--- config.mk ---
export PLATFORM = sky130hd
export DESIGN_NAME = lga_window_flat
export DESIGN_NICKNAME = d
export VERILOG_FILES = /design/src/rtl/lga_pkg.sv /design/src/rtl/lga_window_if.sv /design/src/rtl/lga_line_buf.sv /design/src/rtl/lga_window.sv /design/src/flat_wrapper.sv
export SDC_FILE = /design/constraint.sdc
export NUM_CORES = 1
export LEC_CHECK = 0
export CORE_MARGIN = 2
export CORE_UTILIZATION = 55
export DETAILED_ROUTE_END_ITERATION = 10
export PLACE_DENSITY = 0.72
export SYNTH_ARGS = -nofsm -noshare
export SYNTH_HDL_FRONTEND = slang
export SYNTH_SLANG_ARGS = --single-unit
export TNS_END_PERCENT = 20
--- constraint.sdc ---
create_clock -name clk -period 7.3 [get_ports clk]
set_input_delay 2.19 -clock clk [delete_from_list [all_inputs] [get_ports clk]]
set_output_delay 2.19 -clock clk [all_outputs]
set_load 0.02 [all_outputs]
--- src/rtl/lga_pkg.sv ---
// Shared types and constants for the FHP lattice-gas neighbourhood pipeline.
package lga_pkg;

    localparam int CELL_W = 8;

    localparam int BIT_DIR0 = 0;
    localparam int BIT_DIR1 = 1;
    localparam int BIT_DIR2 = 2;
    localparam int BIT_DIR3 = 3;
    localparam int BIT_DIR4 = 4;
    localparam int BIT_DIR5 = 5;
    localparam int BIT_REST = 6;
    localparam int BIT_WALL = 7;

    typedef logic [CELL_W-1:0] cell_t;

    typedef enum logic [1:0] {
        FILL,
        RUN,
        FLUSH
    } state_t;

endpackage

--- src/rtl/lga_window_if.sv ---
// Cell-stream input and 3x3 window output handshakes of the neighbourhood generator.
interface lga_window_if;
    import lga_pkg::*;

    logic  in_valid;
    logic  in_ready;
    cell_t in_cell;
    logic  out_valid;
    logic  out_ready;
    cell_t c0, c1, c2, c3, c4, c5, c6, c7, c8;
    logic  x;
    logic  out_last;

    modport master (
        output in_valid, in_cell, out_ready,
        input  in_ready, out_valid, c0, c1, c2, c3, c4, c5, c6, c7, c8, x, out_last
    );

    modport slave (
        input  in_valid, in_cell, out_ready,
        output in_ready, out_valid, c0, c1, c2, c3, c4, c5, c6, c7, c8, x, out_last
    );

endinterface

--- src/rtl/lga_line_buf.sv ---
// One-row delay line: each enabled step returns the cell written DEPTH steps earlier.
module lga_line_buf
    import lga_pkg::*;
#(
    parameter int DEPTH = 64
) (
    input  logic  clk,
    input  logic  rst,
    input  logic  i_en,
    input  cell_t i_din,
    output cell_t o_dout
);
    localparam int PTR_W = (DEPTH > 1) ? $clog2(DEPTH) : 1;

    cell_t            r_mem [DEPTH];
    logic [PTR_W-1:0] r_ptr;

    assign o_dout = r_mem[r_ptr];

    always_ff @(posedge clk) begin
        if (rst) begin
            r_ptr <= '0;
        end else if (i_en) begin
            r_ptr <= (r_ptr == PTR_W'(DEPTH - 1)) ? '0 : r_ptr + 1'b1;
        end
    end

    always_ff @(posedge clk) begin
        if (i_en) begin
            r_mem[r_ptr] <= i_din;
        end
    end

endmodule

--- src/rtl/lga_window.sv ---
// Raster-stream 3x3 neighbourhood generator with boundary masking and row parity.
module lga_window
    import lga_pkg::*;
#(
    parameter int    GRID_W   = 64,
    parameter int    GRID_H   = 64,
    parameter cell_t BND_CELL = 8'h00
) (
    input logic         clk,
    input logic         rst,
    lga_window_if.slave bus
);
    localparam int COL_W = $clog2(GRID_W);
    localparam int ROW_W = $clog2(GRID_H);
    localparam int CNT_W = $clog2(GRID_W + 2);

    state_t           r_state, w_state_n;
    logic [COL_W-1:0] r_in_col, r_out_col;
    logic [ROW_W-1:0] r_in_row, r_out_row;
    logic [CNT_W-1:0] r_cnt;
    cell_t            r_t0, r_t1, r_m0, r_m1, r_b0, r_b1;
    cell_t            r_c [9];
    logic             r_out_valid, r_x, r_last;

    cell_t w_lb1, w_lb2, w_inj;
    cell_t w_nxt [9];
    cell_t w_msk [9];
    logic  w_in_ready, w_accept, w_step, w_load;
    logic  w_in_last, w_out_last, w_cnt_end;

    assign w_in_last  = (r_in_row == ROW_W'(GRID_H - 1)) && (r_in_col == COL_W'(GRID_W - 1));
    assign w_out_last = (r_out_row == ROW_W'(GRID_H - 1)) && (r_out_col == COL_W'(GRID_W - 1));
    assign w_cnt_end  = (r_cnt == CNT_W'(GRID_W));
    assign w_accept   = bus.in_valid && w_in_ready;

    always_comb begin
        w_state_n  = r_state;
        w_in_ready = 1'b0;
        w_step     = 1'b0;
        w_load     = 1'b0;
        w_inj      = bus.in_cell;
        case (r_state)
            FILL: begin
                w_in_ready = 1'b1;
                w_step     = bus.in_valid;
                if (bus.in_valid && w_cnt_end) w_state_n = RUN;
            end
            RUN: begin
                w_in_ready = !r_out_valid || bus.out_ready;
                w_step     = bus.in_valid && w_in_ready;
                w_load     = w_step;
                if (w_step && w_in_last) w_state_n = FLUSH;
            end
            FLUSH: begin
                w_inj  = BND_CELL;
                w_step = !r_out_valid || bus.out_ready;
                w_load = w_step;
                if (w_step && w_cnt_end) w_state_n = FILL;
            end
            default: w_state_n = FILL;
        endcase
    end

    lga_line_buf #(.DEPTH(GRID_W)) u_lb_row (
        .clk    (clk),
        .rst    (rst),
        .i_en   (w_step),
        .i_din  (w_inj),
        .o_dout (w_lb1)
    );

    lga_line_buf #(.DEPTH(GRID_W)) u_lb_prev (
        .clk    (clk),
        .rst    (rst),
        .i_en   (w_step),
        .i_din  (w_lb1),
        .o_dout (w_lb2)
    );

    // Output regs are loaded from the post-shift window so a window lands one cycle after its step.
    assign w_nxt = '{r_t0, r_t1, w_lb2, r_m0, r_m1, w_lb1, r_b0, r_b1, w_inj};

    always_comb begin
        w_msk = w_nxt;
        for (int unsigned i = 0; i < 9; i++) begin
            if (((i % 3 == 0) && (r_out_col == '0)) ||
                ((i % 3 == 2) && (r_out_col == COL_W'(GRID_W - 1))) ||
                ((i / 3 == 0) && (r_out_row == '0)) ||
                ((i / 3 == 2) && (r_out_row == ROW_W'(GRID_H - 1)))) begin
                w_msk[i] = BND_CELL;
            end
        end
    end

    always_ff @(posedge clk) begin
        if (rst) begin
            r_state     <= FILL;
            r_in_col    <= '0;
            r_in_row    <= '0;
            r_out_col   <= '0;
            r_out_row   <= '0;
            r_cnt       <= '0;
            r_t0        <= '0;
            r_t1        <= '0;
            r_m0        <= '0;
            r_m1        <= '0;
            r_b0        <= '0;
            r_b1        <= '0;
            r_c         <= '{default: '0};
            r_out_valid <= 1'b0;
            r_x         <= 1'b0;
            r_last      <= 1'b0;
        end else begin
            r_state <= w_state_n;
            if (w_accept) begin
                if (r_in_col == COL_W'(GRID_W - 1)) begin
                    r_in_col <= '0;
                    r_in_row <= (r_in_row == ROW_W'(GRID_H - 1)) ? '0 : r_in_row + 1'b1;
                end else begin
                    r_in_col <= r_in_col + 1'b1;
                end
            end
            if (w_step && (r_state != RUN)) begin
                r_cnt <= w_cnt_end ? '0 : r_cnt + 1'b1;
            end
            if (w_step) begin
                r_t0 <= r_t1;
                r_t1 <= w_lb2;
                r_m0 <= r_m1;
                r_m1 <= w_lb1;
                r_b0 <= r_b1;
                r_b1 <= w_inj;
            end
            if (w_load) begin
                r_c         <= w_msk;
                r_x         <= r_out_row[0];
                r_last      <= w_out_last;
                r_out_valid <= 1'b1;
                if (r_out_col == COL_W'(GRID_W - 1)) begin
                    r_out_col <= '0;
                    r_out_row <= (r_out_row == ROW_W'(GRID_H - 1)) ? '0 : r_out_row + 1'b1;
                end else begin
                    r_out_col <= r_out_col + 1'b1;
                end
            end else if (bus.out_ready) begin
                r_out_valid <= 1'b0;
            end
        end
    end

    assign bus.in_ready  = w_in_ready;
    assign bus.out_valid = r_out_valid;
    assign bus.c0        = r_c[0];
    assign bus.c1        = r_c[1];
    assign bus.c2        = r_c[2];
    assign bus.c3        = r_c[3];
    assign bus.c4        = r_c[4];
    assign bus.c5        = r_c[5];
    assign bus.c6        = r_c[6];
    assign bus.c7        = r_c[7];
    assign bus.c8        = r_c[8];
    assign bus.x         = r_x;
    assign bus.out_last  = r_last;

endmodule
--- src/flat_wrapper.sv ---
// flat-port wrapper written by rule: the top's interface ports become plain ports
module lga_window_flat import lga_pkg::*;
#(
    parameter int    GRID_W   = 64,
    parameter int    GRID_H   = 64,
    parameter cell_t BND_CELL = 8'h00
)
  (clk, rst, bus_in_valid, bus_in_cell, bus_out_ready, bus_in_ready, bus_out_valid, bus_c0, bus_c1, bus_c2, bus_c3, bus_c4, bus_c5, bus_c6, bus_c7, bus_c8, bus_x, bus_out_last);
  lga_window_if bus_i ();
  input logic clk;
  input logic rst;
  input wire logic [$bits(bus_i.in_valid)-1:0] bus_in_valid;
  input wire logic [$bits(bus_i.in_cell)-1:0] bus_in_cell;
  input wire logic [$bits(bus_i.out_ready)-1:0] bus_out_ready;
  output wire logic [$bits(bus_i.in_ready)-1:0] bus_in_ready;
  output wire logic [$bits(bus_i.out_valid)-1:0] bus_out_valid;
  output wire logic [$bits(bus_i.c0)-1:0] bus_c0;
  output wire logic [$bits(bus_i.c1)-1:0] bus_c1;
  output wire logic [$bits(bus_i.c2)-1:0] bus_c2;
  output wire logic [$bits(bus_i.c3)-1:0] bus_c3;
  output wire logic [$bits(bus_i.c4)-1:0] bus_c4;
  output wire logic [$bits(bus_i.c5)-1:0] bus_c5;
  output wire logic [$bits(bus_i.c6)-1:0] bus_c6;
  output wire logic [$bits(bus_i.c7)-1:0] bus_c7;
  output wire logic [$bits(bus_i.c8)-1:0] bus_c8;
  output wire logic [$bits(bus_i.x)-1:0] bus_x;
  output wire logic [$bits(bus_i.out_last)-1:0] bus_out_last;
  assign bus_i.in_valid = bus_in_valid;
  assign bus_i.in_cell = bus_in_cell;
  assign bus_i.out_ready = bus_out_ready;
  assign bus_in_ready = bus_i.in_ready;
  assign bus_out_valid = bus_i.out_valid;
  assign bus_c0 = bus_i.c0;
  assign bus_c1 = bus_i.c1;
  assign bus_c2 = bus_i.c2;
  assign bus_c3 = bus_i.c3;
  assign bus_c4 = bus_i.c4;
  assign bus_c5 = bus_i.c5;
  assign bus_c6 = bus_i.c6;
  assign bus_c7 = bus_i.c7;
  assign bus_c8 = bus_i.c8;
  assign bus_x = bus_i.x;
  assign bus_out_last = bus_i.out_last;
  lga_window #(.GRID_W(GRID_W), .GRID_H(GRID_H), .BND_CELL(BND_CELL)) u_core (.clk(clk), .rst(rst), .bus(bus_i));
endmodule
==> metrics.cfg, run 1 <==
[clocking]
cts.sinks=1204
cts_buffers=113
root_buffer=clkbuf_16
clockBufferDepth=3
holdBufCountCts=0
cts_tree=done
htreeDepth=3
clk_pin_slew_ps=60
post_cts_resized=0
insertion_delay_ps=690
postCtsSetupRepairBufs=0

[timing]
slew_viol_final=0
relSlewSlack_pct=22.7
setup_viol=0
layout_min_cycle_time_ps=6140
fin_worst_hold_slack_ps=457
tightest_slew_ps=1160
timing.final.crit_share_pct=84.1
finalSetupTns_ps=0
rsz0062_at_grt=no
hold_viol=0
max_freq_ghz=0.163
fin_ws_ps=1160
clock_skew_ps=36.8

[power]
intPower_mw=11.4
cellPowerDensity_nw_per_um2=276
p_sw_mw=3.10
clock_power_share_pct=41.9
ir_drop_uv=219
power_frac_seq_pct=53.0
p_leak_nw=16.2
comb_power_share_pct=5.1
switching_share_pct=21.4
p_total_mw=14.5

[min_path]
hold_path_end=u_core.bus.c4[1]
worstHoldStart=u_core.bus.c4[1]
whs_path_depth=2
hp-class=reg2reg

[cells_and_area]
area_growth_pct=12.6
nets=2750
final_layout_size_suffix_gt1_share_pct=18.4
fin_util_pct=62.7
fill_cells=5698

[synthesis]
synth.distinct_cells=61
synth_edf_count=1024
syn_avg_cell_area_um2=17.6
yosysTopAreaCellShare_pct=66.0
yosysWarnings=0
yosysTopAreaCell=edfxtp_1
synth_area_um2=46600
synth-async-reset-ratio_pct=0
synth.area.top_cells=edfxtp_1 66%, mux4_2 10%, dfxtp_1 7.7%, mux2i_1 2.2%, nor2_1 1.9%
synth_seq_cells=1204
synth_ff_type=edfxtp_1
ys_seq_area_share_pct=73.8
synthesis.nets=2673
synth_cells=2646
yosysMostFrequentCell=edfxtp_1
synthTopCellsByCount=1024 x edfxtp_1, 239 x nor2_1, 216 x mux4_2, 180 x dfxtp_1, 156 x nand2_1

[critical_path]
cp_max_fo=7
timing.critical_path.mode_cell=clkdlybuf4s50_1
path_class=in2out
worst_setup_path_end_kind=output port
cp_slowest_cell=clkdlybuf4s50_1
reg2regPathDepth=7
crit_arrival_ps=3950
r2r_slack_ps=2950
reg2reg_from=u_core.r_state[0]
start_kind=input port
rr_endpoint=u_core.u_lb_row.r_mem[5][3]
cp_cell_sequence=clkdlybuf4s50_1 -> nand2b_1 -> a21oi_1 -> inv_2 -> clkdlybuf4s50_1
required_ps=5110
crit_path_max_incr_delay_ps=560

[global_routing]
grt_antenna_before_repair=2
grt_pass1_wl_mm=161
track_usage_pct=25.0
grt_max_degree=106
grt_pass1_vias=24700
grt-ovfl-total=0

[floorplan]
pin_count=88
rows=106
coreArea_um2=83700
dieWidth_um=295
die_h_um=295
dieArea_um2=87000
initial_core_util_pct=55.7

[routing]
drc_errors=0
routed_wl_mm=108
ant_nets=0
via_per_inst=6.35
avgRoutedWirePerCell_um=27.3
firstDrtPassIters=6
vias=25100
drtIter0Drc=3177

[placement]
pre_cts_ws_ps=1160
gp_congestion=0.926
port_buffers=87
hpwl_mm=64.5

[status]
run_status=complete, no violations

[job]
cap_violations=0

[through the flow]
stage	instances	instance area, µm²
4_1_cts	3953	52400
5_1_grt	3953	52400
6_report	3954	52500
3_3_place_gp	3742	48500
2_1_floorplan	2646	46600
3_5_place_dp	3742	48500
[state kept, by name (all words and copies together), names as in the netlist, 7 cells and up, named ones only]
| register | cells |
|---|---|
| u_core.bus.c0 | 8 |
| u_core.bus.c1 | 8 |
| u_core.bus.c2 | 8 |
| u_core.bus.c3 | 8 |
| u_core.bus.c4 | 8 |
| u_core.bus.c5 | 8 |
| u_core.bus.c6 | 8 |
| u_core.bus.c7 | 8 |
| u_core.bus.c8 | 8 |
| u_core.r_b0 | 8 |
| u_core.r_b1 | 8 |
| u_core.r_cnt | 7 |
| u_core.r_m0 | 8 |
| u_core.r_m1 | 8 |
| u_core.r_t0 | 8 |
| u_core.r_t1 | 8 |
| u_core.u_lb_prev.r_mem | 512 |
| u_core.u_lb_row.r_mem | 512 |
[worst max path at each step]
stage / endpoint / slack [ps] / cells past startpoint / from
2_1_floorplan: bus_in_ready / 2270 / 3 / bus_out_ready
3_5_place_dp: bus_in_ready / 1160 / 5 / bus_out_ready
6_report: bus_in_ready / 1160 / 5 / bus_out_ready
3_3_place_gp: bus_in_ready / 1150 / 5 / bus_out_ready
5_1_grt: bus_in_ready / 1050 / 5 / bus_out_ready
4_1_cts: bus_in_ready / 1170 / 5 / bus_out_ready
[cell families after synthesis]
logic type / Yosys count / synth area share [%]
buffers and inverters: 176 / 1.71
adder cells (fa/ha/maj): 15 / 0.403
multiplexers: 373 / 14.0
XOR/XNOR: 22 / 0.414
flip-flops: 1204 / 73.8
AND/OR/NAND/NOR: 532 / 5.03
AO/OA/AOI/OAI: 324 / 4.72
[power groups by stage]
stage	logic [mW]	clock network [mW]	registers, mW
4_1_cts	0.742	6.11	7.66
5_1_grt	0.781	6.39	7.66
2_1_floorplan	0.458	0	7.78
3_5_place_dp	0.742	0	7.80
6_report	0.739	6.06	7.66
3_3_place_gp	0.722	0	7.80
[per-layer routing]
| metal | part of all wire, % | up-vias | GRT usage [%] |
|---|---|---|---|
| met5 | 0 | - | 0 |
| met4 | 2.3 | 0 | 7.04 |
| met3 | 8.9 | 170 | 4.12 |
| met2 | 48 | 1343 | 39.7 |
| met1 | 41 | 13000 | 36.5 |
| li1 | - | 10600 | - |
[area by class of cell]
class / instances / area [µm²] / area share [%]
antenna: 1 / 2.50 / 0.00477
clock buffer: 141 / 3060 / 5.83
clock inverter: 70 / 846 / 1.61
inverter: 21 / 78.8 / 0.150
multi-input combinational: 1266 / 11600 / 22.1
sequential: 1204 / 34400 / 65.5
tap: 1134 / 1420 / 2.71
timing repair buffer: 117 / 1110 / 2.11
[layout by cell type (no fill, tap or decap), drive strengths merged, types with 31 or more instances in the layout]
master,count
buf,31
mux2i,103
clkdlybuf4s50,86
mux2,54
dfxtp,180
clkbuf,141
edfxtp,1024
nor2,239
mux4,216
a21oi,114
nand2,156
a22oi,89
clkinv,44
[worst max-delay path, delay by kind of cell]
kind / cells / cell delay (ps)
buffers and inverters: 3 / 1070
AND/OR/NAND/NOR: 1 / 270
AO/OA/AOI/OAI: 1 / 420
No activity file was read; power rests on OpenSTA's default activity.
==> inputs of run 2 (changes only) <==
--- a/config.mk
+++ b/config.mk
@@ -8,7 +8,7 @@
 export CORE_MARGIN = 2
 export CORE_UTILIZATION = 55
 export DETAILED_ROUTE_END_ITERATION = 10
-export PLACE_DENSITY = 0.72
+export PLACE_DENSITY = 0.74
 export SYNTH_ARGS = -nofsm -noshare
 export SYNTH_HDL_FRONTEND = slang
 export SYNTH_SLANG_ARGS = --single-unit
==> constraint.sdc (replaced) <==
create_clock -name clk -period 5.6 [get_ports clk]
set_input_delay 1.68 -clock clk [delete_from_list [all_inputs] [get_ports clk]]
set_output_delay 1.68 -clock clk [all_outputs]
set_load 0.02 [all_outputs]
==> run 2 against run 1 <==
  * Wire length down 1.2%
  * Hold slack better by 0.89 ps
  * Sequential cell count unchanged
  * Power up 30%
  * Sequential power up 31%
  * First-iteration DRC count up 2.0%
  * Cell area up 0.81%
  * Setup slack worse by 630 ps
  * Via count up 0.70%
  * Clock power up 29%
  * Largest cell class unchanged
  * Core utilization up 0.51 points
==> metrics.cfg, run 2 (same netlist as run 1, synthesis figures left out) <==
[status]
run_status=complete, no violations

[placement]
hpwl_mm=65.4
gp_congestion=0.885
port_buffers=87
place_inst=3809
pre_cts_ws_ps=458
dpl_cell_area_um2=49100

[critical_path]
reg2reg_from=u_core.r_state[0]
cp_slowest_cell=clkdlybuf4s50_1
start_kind=input port
r2r_slack_ps=1470
crit_buf_inv=3
crit_path_max_incr_delay_ps=580
path_class=in2out
crit_arrival_ps=3390
reg2regPathDepth=7
cp_top_family=buffers and inverters
cp_max_fo=5
worst_setup_path_end_kind=output port
rr_endpoint=u_core.u_lb_row.r_mem[24][4]
cp_cell_sequence=clkdlybuf4s50_1 -> nand2b_1 -> a21oi_1 -> inv_2 -> clkdlybuf4s50_1
required_ps=3920
timing.critical_path.mode_cell=clkdlybuf4s50_1

[power]
p_leak_nw=16.5
cellPowerDensity_nw_per_um2=354
ir_drop_uv=342

[job]
cap_violations=0

[clocking]
clk_pin_slew_ps=60
insertion_delay_ps=680
postCtsSetupRepairBufs=0
cts.sinks=1204
cts_buffers=111
cts_tree=done
holdBufCountCts=0
clockBufferDepth=3
htreeDepth=3
post_cts_resized=0
root_buffer=clkbuf_16

[global_routing]
grt_pass1_vias=25000
grt_max_degree=78
grt-ovfl-total=0
track_usage_pct=24.7
grt_pass1_wl_mm=160
grt_antenna_before_repair=2

[floorplan]
dieArea_um2=87000
dieWidth_um=295
pin_count=88
coreArea_um2=83700
rows=106
initial_core_util_pct=55.7
die_h_um=295

[timing]
setup_viol=0
clock_skew_ps=32.0
relSlewSlack_pct=17.0
hold_viol=0
slew_viol_final=0
layout_min_cycle_time_ps=5070
max_freq_ghz=0.197
finalSetupTns_ps=0
tightest_slew_ps=1240
timing.final.crit_share_pct=90.6
fin_ws_ps=527
rsz0062_at_grt=no

[cells_and_area]
final_common_cell=edfxtp_1
fill_cells=5594
multiInputGateArea_um2=11600
post-route-cell-area_um2=52900
reg_top3=u_core.u_lb_prev.r_mem (512), u_core.u_lb_row.r_mem (512)
nets=2815
area_growth_pct=13.5
diodes=0
final_layout_size_suffix_gt1_share_pct=20.1
seqCellArea_um2=34400
stdcell_count=4016
layout_common_cells=1024 x edfxtp_1, 238 x nor2_1, 216 x mux4_2

[routing]
routed_wl_mm=107
via_per_inst=6.29
avgRoutedWirePerCell_um=26.5
vias=25300
drtIter0Drc=3239
firstDrtPassIters=9
ant_nets=0
drc_errors=0

[min_path]
hp-class=reg2reg
hold_path_end=u_core.r_m0[6]
whs_path_depth=2
worstHoldStart=u_core.r_m0[6]

[run 2: changes by cell type in the layout (fill, tap and decap cells not counted), moves of 3 or more]
cell	before	now
clkinv_4	0	3
buf_4	30	96
clkinvlp_4	7	4
clkinv_2	23	17
inv_6	2	6
[run 2: routing by layer]
metal | routed length, µm | GRT usage [%]
met5 | 23 | 0
met4 | 2690 | 7.24
met3 | 10800 | 5.27
met2 | 50500 | 38.6
met1 | 42500 | 35.5
[run 2: cell type report]
type / instances / share of cell area, %
sequential: 1204 / 65.0
multi-input combinational: 1266 / 21.9
clock buffer: 139 / 5.73
timing repair buffer: 184 / 3.07
tap: 1134 / 2.68
clock inverter: 68 / 1.49
inverter: 21 / 0.149
[run 2: power breakdown]
part           internal (mW)  switching (mW)
registers               9.91          0.0842
logic                  0.309           0.633
clock network           4.54            3.26
[run 2: worst max-delay path by stage]
stage | from | slack [ps] | cells after the start | endpoint
after global routing | bus_out_ready | 460 | 5 | bus_in_ready
after detailed placement | bus_out_ready | 460 | 9 | u_core.u_lb_row.r_mem[40][6]
final | bus_out_ready | 530 | 5 | bus_in_ready
after CTS | bus_out_ready | 560 | 5 | bus_in_ready
after global placement | bus_out_ready | 530 | 10 | u_core.u_lb_row.r_mem[60][0]
after floorplan | bus_out_ready | 1590 | 3 | bus_in_ready
[run 2: worst min-delay path: cells and delay by family (launching register included)]
kind	cells	cell delay, ps
DFF	1	310
and+or+nand+nor	1	50
AOI/OAI and AO/OA	1	50
[run 2: stage by stage]
| step | hold slack [ps] | total power, mW | utilization [%] |
|---|---|---|---|
| 6_report | 457 | 18.7 | 63.2 |
| 5_1_grt | 471 | 19.2 | 63.2 |
| 4_1_cts | 458 | 18.8 | 63.2 |
| 3_5_place_dp | 449 | 11.1 | 58.6 |
| 3_3_place_gp | 442 | 11.1 | 58.6 |
| 2_1_floorplan | 436 | 10.7 | - |
